$ cat config.mk
export PLATFORM = sky130hd
export DESIGN_NAME = alu_arbiter
export DESIGN_NICKNAME = d
export VERILOG_FILES = /design/src/rtl/alu_pkg.sv /design/src/rtl/alu.sv /design/src/rtl/alu_arbiter.sv
export SDC_FILE = /design/constraint.sdc
export NUM_CORES = 1
export LEC_CHECK = 0
export ABC_AREA = 0
export CAP_MARGIN = 20
export CORE_MARGIN = 2
export CORE_UTILIZATION = 35
export DETAILED_ROUTE_END_ITERATION = 12
export GPL_ROUTABILITY_DRIVEN = 1
export PLACE_DENSITY = 0.65
export SYNTH_ARGS = -nofsm -noshare
export SYNTH_HDL_FRONTEND = slang
export SYNTH_HIERARCHICAL = 1
export SYNTH_SLANG_ARGS = --single-unit
$ cat constraint.sdc
create_clock -name clk -period 11.5 [get_ports clk]
set_clock_uncertainty 0.05 [all_clocks]
set_input_delay 2.3 -clock clk [delete_from_list [all_inputs] [get_ports clk]]
set_output_delay 2.3 -clock clk [all_outputs]
set_load 0.02 [all_outputs]
$ cat src/rtl/alu_pkg.sv
// Shared ALU definitions: operation codes, data width and the arbiter FSM
// state encoding used by alu and alu_arbiter.
package alu_pkg;

  localparam int XLEN = 32;

  localparam logic [1:0] ALU_AND = 2'b00;
  localparam logic [1:0] ALU_OR  = 2'b01;
  localparam logic [1:0] ALU_ADD = 2'b10;
  localparam logic [1:0] ALU_SUB = 2'b11;

  typedef enum logic [1:0] {
    IDLE = 2'd0,
    EXEC = 2'd1,
    RESP = 2'd2
  } state_t;

endpackage

$ cat src/rtl/alu.sv
// Single-cycle ALU: AND/OR/ADD/SUB on 32-bit operands with a Zero flag that
// is only raised by SUB of equal operands.
module alu
  import alu_pkg::*;
(
  input  logic [1:0]      alu_control,
  input  logic [XLEN-1:0] a,
  input  logic [XLEN-1:0] b,
  output logic [XLEN-1:0] alu_result,
  output logic            zero
);

  // NOTE: every signal driven from always_comb gets a default first so no
  // path through the block can leave it unassigned and infer a latch.
  always_comb begin
    alu_result = '0;
    unique case (alu_control)
      ALU_AND: alu_result = a & b;
      ALU_OR:  alu_result = a | b;
      ALU_ADD: alu_result = a + b;
      ALU_SUB: alu_result = a - b;
      default: alu_result = '0;
    endcase
  end

  // A zero AND/OR/ADD result deliberately leaves the flag low.
  assign zero = (alu_control == ALU_SUB) && (alu_result == '0);

endmodule

$ cat src/rtl/alu_arbiter.sv
// Round-robin sharing of one ALU between two requesters: capture the granted
// operation, execute it for one cycle, hold the registered result until taken.
module alu_arbiter
  import alu_pkg::*;
#(
  parameter int RR_INIT = 0
) (
  input  logic            clk,
  input  logic            rst_n,

  input  logic            req0_valid,
  output logic            req0_ready,
  input  logic [1:0]      req0_op,
  input  logic [XLEN-1:0] req0_a,
  input  logic [XLEN-1:0] req0_b,
  output logic            rsp0_valid,
  input  logic            rsp0_ready,
  output logic [XLEN-1:0] rsp0_result,
  output logic            rsp0_zero,

  input  logic            req1_valid,
  output logic            req1_ready,
  input  logic [1:0]      req1_op,
  input  logic [XLEN-1:0] req1_a,
  input  logic [XLEN-1:0] req1_b,
  output logic            rsp1_valid,
  input  logic            rsp1_ready,
  output logic [XLEN-1:0] rsp1_result,
  output logic            rsp1_zero
);

  localparam logic PRIO_INIT = (RR_INIT != 0);

  state_t          state_q, state_d;
  logic            prio_q;
  logic            gnt_q;
  logic [1:0]      op_q;
  logic [XLEN-1:0] a_q, b_q;
  logic [XLEN-1:0] res_q;
  logic            zero_q;
  logic            rsp0_valid_q, rsp1_valid_q;

  logic            grant;
  logic            sel;
  logic            rsp_accept;
  logic [XLEN-1:0] alu_result;
  logic            alu_zero;

  // Grant decision: a lone requester wins outright, a tie goes to prio_q.
  // Gated by rst_n so the ready outputs drop the instant reset is asserted.
  always_comb begin
    grant = 1'b0;
    sel   = 1'b0;
    if (rst_n && state_q == IDLE) begin
      if (req0_valid && req1_valid) begin
        grant = 1'b1;
        sel   = prio_q;
      end else if (req0_valid) begin
        grant = 1'b1;
        sel   = 1'b0;
      end else if (req1_valid) begin
        grant = 1'b1;
        sel   = 1'b1;
      end
    end
  end

  assign req0_ready = grant && !sel;
  assign req1_ready = grant &&  sel;

  // Only the granted requester's response handshake is observed.
  assign rsp_accept = (state_q == RESP) && (gnt_q ? rsp1_ready : rsp0_ready);

  always_comb begin
    state_d = state_q;
    unique case (state_q)
      IDLE:    if (grant) state_d = EXEC;
      EXEC:    state_d = RESP;
      RESP:    if (rsp_accept) state_d = IDLE;
      default: state_d = IDLE;
    endcase
  end

  // NOTE: sequential state uses non-blocking assignments so every register
  // samples the pre-edge values regardless of statement order.
  always_ff @(posedge clk or negedge rst_n) begin
    if (!rst_n) begin
      state_q <= IDLE;
    end else begin
      state_q <= state_d;
    end
  end

  // NOTE: the operand latches are reset along with the control state so the
  // ALU input, and therefore every output, is fully defined out of reset.
  always_ff @(posedge clk or negedge rst_n) begin
    if (!rst_n) begin
      prio_q       <= PRIO_INIT;
      gnt_q        <= 1'b0;
      op_q         <= ALU_AND;
      a_q          <= '0;
      b_q          <= '0;
      res_q        <= '0;
      zero_q       <= 1'b0;
      rsp0_valid_q <= 1'b0;
      rsp1_valid_q <= 1'b0;
    end else begin
      if (grant) begin
        gnt_q <= sel;
        op_q  <= sel ? req1_op : req0_op;
        a_q   <= sel ? req1_a  : req0_a;
        b_q   <= sel ? req1_b  : req0_b;
      end
      if (state_q == EXEC) begin
        res_q        <= alu_result;
        zero_q       <= alu_zero;
        rsp0_valid_q <= !gnt_q;
        rsp1_valid_q <=  gnt_q;
      end
      if (rsp_accept) begin
        prio_q       <= !gnt_q;
        rsp0_valid_q <= 1'b0;
        rsp1_valid_q <= 1'b0;
      end
    end
  end

  alu u_alu (
    .alu_control (op_q),
    .a           (a_q),
    .b           (b_q),
    .alu_result  (alu_result),
    .zero        (alu_zero)
  );

  assign rsp0_valid  = rsp0_valid_q;
  assign rsp1_valid  = rsp1_valid_q;
  assign rsp0_result = res_q;
  assign rsp1_result = res_q;
  assign rsp0_zero   = zero_q;
  assign rsp1_zero   = zero_q;

endmodule

==> summary.md <==
| Metric | Value |
|---|---|
| Yosys warning count | `6` |
| Most frequent cells in the layout | `clkdlybuf4s50_1, dfrtp_1, a31oi_1` |
| Fin. max-slew vios | `0` |
| Setup TNS Final | `0 ns` |
| Post_cts resized | `0` |
| DRT Wirelength | `around 27 mm` |
| Peak Freq | `153 MHz` |
| CTS sink cnt | `105` |
| Post-synth top flop | `dfrtp_1` |
| Design Area, Final | `roughly 11000 um2` |
| DIE WIDTH | `roughly 160 um` |
| Critical path startpoint category | `primary input` |
| Crit path max fanout | `87` |
| # diodes | `0` |
| Pint | `roughly 1.8 mW` |
| Max-Cap Viols | `0` |
| Post-DP HPWL | `just over 20 mm` |
| Min Tclk post-route | `6.55 ns` |
| Leak | `roughly 4.6 nW` |
| Worst-margin pin slew | `0.848 ns` |
| DR WL/cell | `around 19 um` |
| Crit path arrival time | `roughly 4.2 ns` |
| Status | `finished, final reports clean` |
| Placed cell count | `approximately 1500` |
| Min-delay src | `rsp0_result[3]` |
| First-pass GRT wire length | `around 44 mm` |
| CTS tree | `built` |
| Cell area after placement | `around 11000 um2` |
| Post CTS Setup Buffer Count | `0` |
| FF-to-FF Start | `b_q[4]` |
| Clk pin slew, worst setup/hold paths | `0.08 ns` |
| Worst setup path start | `req1_valid` |
| Period utilisation layout | `between 50 and 60%` |
| Synth Cell Area | `8830 um2` |
| Initial antenna violation count | `0` |
| Share of cells above drive strength 1 | `under 10%` |
| TritonCTS Buffers | `9` |
| Mapped Nets | `about 1200` |
| Sequential Power Share | `approximately 22%` |
| Worst hold path class | `flop to flop` |
| # port buffers | `207` |
| CP required | `just over 9 ns` |
| Hold Buf Count CTS | `0` |
| Syn Area/Cell | `8.56 um2` |
| Net Sw Power | `approximately 1.9 mW` |
| Die H | `roughly 160 um` |
| Total number of vias | `~8300` |
| Maximum resistive drop on vdd | `between 100 and 150 uV` |
| FFs w/ async S/R, synth | `100%` |
| Combinational power share | `70.2%` |
| Fin. Hold Viols | `0` |
| Clock Path Buffers | `2` |
| H-tree depth | `3` |
| Final ANT Viol Nets | `0` |
| Commonest non-fill, non-tap cell in the layout | `clkdlybuf4s50_1` |
| Vias in the first global route | `7875` |
| Synth-to-Final Area Change | `25.3%` |
| Post-Syn Instances | `around 1000` |
| Final net count | `1312` |
| # DRC | `0` |
| Crit path kind | `primary input to primary output` |
| Worst-skew pair later-pin latency | `about 0.36 ns` |
| PD cells | `between 300 and 400 nW/um2` |
| Clock group share of total power | `under 10%` |
| GP Congestion | `between 0.8 and 0.9` |
| Core area | `25000 um2` |
| DR pass1 iterations | `6` |
| Post-synth EDFFs | `0` |
| Largest net degree at the start of global routing | `between 100 and 150` |
| Switch share | `about 51%` |
| Iter 0 DRT Violations | `712` |
| CTS root buffer | `clkbuf_16` |
| Post-synthesis cell type count | `67` |
| Floorplan row count | `58` |
| Vias per inst | `approximately 5.6` |
| RSZ-0062 raised after global routing | `false` |
| Initial Util | `between 30% and 40%` |
| Final count of negative-setup-slack endpoints | `0` |
| Die ar. | `26500 um2` |
| Reg2Reg Depth | `18` |
| Total grt overflow | `0` |
| Slew headroom | `43.4%` |
| Flops & latches, synth | `between 100 and 150` |
| GRT Util Overall | `roughly 21%` |
| WHS Path Cells | `1` |
| Critical path endpoint category | `primary output` |
| Seq/Total Area, Yosys | `29.8%` |
| Finished Layout Cells | `between 1000 and 1500` |
| Io pins | `between 200 and 250` |
==> synthesized netlist by cell type, types with 29 or more instances <==
cell,number,area [um2]
nor2_1,48,180
xor2_1,29,254
o31ai_1,78,586
o21ai_0,68,340
o21ai_1,44,220
buf_2,29,145
buf_4,38,285
and3b_1,67,587
ha_1,34,425
clkbuf_1,48,180
mux2_2,33,372
a21oi_1,57,285
nand2_1,47,176
a31oi_1,80,500
dfrtp_1,105,2630
==> state kept, by name (all words and copies together), names as in the netlist <==
register,flops
rsp0_result,32
rsp1_valid,1
a_q,32
prio_q,1
gnt_q,1
rsp0_valid,1
state_q,2
rsp0_zero,1
b_q,32
op_q,2
==> layer usage <==
metal	track usage, %	share of wire [%]
met1	31.0	49
met2	30.9	43
met3	2.62	6.1
met4	4.83	1.3
met5	0	0
==> cell type report <==
| class | count | area, um2 |
|---|---|---|
| fill | 2481 | 13900 |
| multi-input combinational | 787 | 5510 |
| sequential | 105 | 2630 |
| timing repair buffer | 217 | 2140 |
| tap | 330 | 413 |
| clock buffer | 9 | 225 |
| inverter | 19 | 71.3 |
| clock inverter | 7 | 66.3 |
==> power by group through the flow <==
stage                     sequential, mW  clock [mW]  combinational, mW
after floorplan                    0.766           0               1.89
after global placement             0.794           0               2.55
after detailed placement           0.804           0               2.57
after CTS                          0.797       0.318               2.58
after global routing               0.831       0.330               2.88
final                              0.797       0.312               2.61
==> cell families (layout without fill, tap and decap cells) <==
group,Yosys count,in the layout,synth area share [%]
multiplexers,40,40,5.02
AO/OA/AOI/OAI,389,389,27.5
adder cells (fa/ha/maj),51,51,6.86
flip-flops,105,105,29.8
buffers and inverters,139,252,8.02
AND/OR/NAND/NOR,258,258,17.9
XOR/XNOR,49,49,4.86
==> final timing paths <==
check / slack, ns / endpoint
setup / recovery: 4.95 / req0_ready
hold / removal: 0.48 / rsp0_result[3]
setup reg to reg: 5.53 / rsp0_zero
hold reg to reg: 0.48 / rsp0_result[3]
max in group asynchronous: 8.24 / rsp0_result[25]
min in group asynchronous: 1.89 / a_q[12]
==> through the flow <==
step	utilization, %	hold slack, ns	total power, mW	setup WS (ns)
2_1_floorplan	-	0.405	2.66	5.94
3_3_place_gp	43.1	0.465	3.34	4.93
3_5_place_dp	43.1	0.472	3.37	4.92
4_1_cts	44.3	0.490	3.70	4.90
5_1_grt	44.3	0.518	4.04	4.80
6_report	44.3	0.483	3.71	4.95
==> critical path: stages <==
cell and delay, ns:
buf_4 0.37, buf_4 0.66, a21oi_1 0.22, clkdlybuf4s50_1 0.60
(Power assumes the default switching activity.)
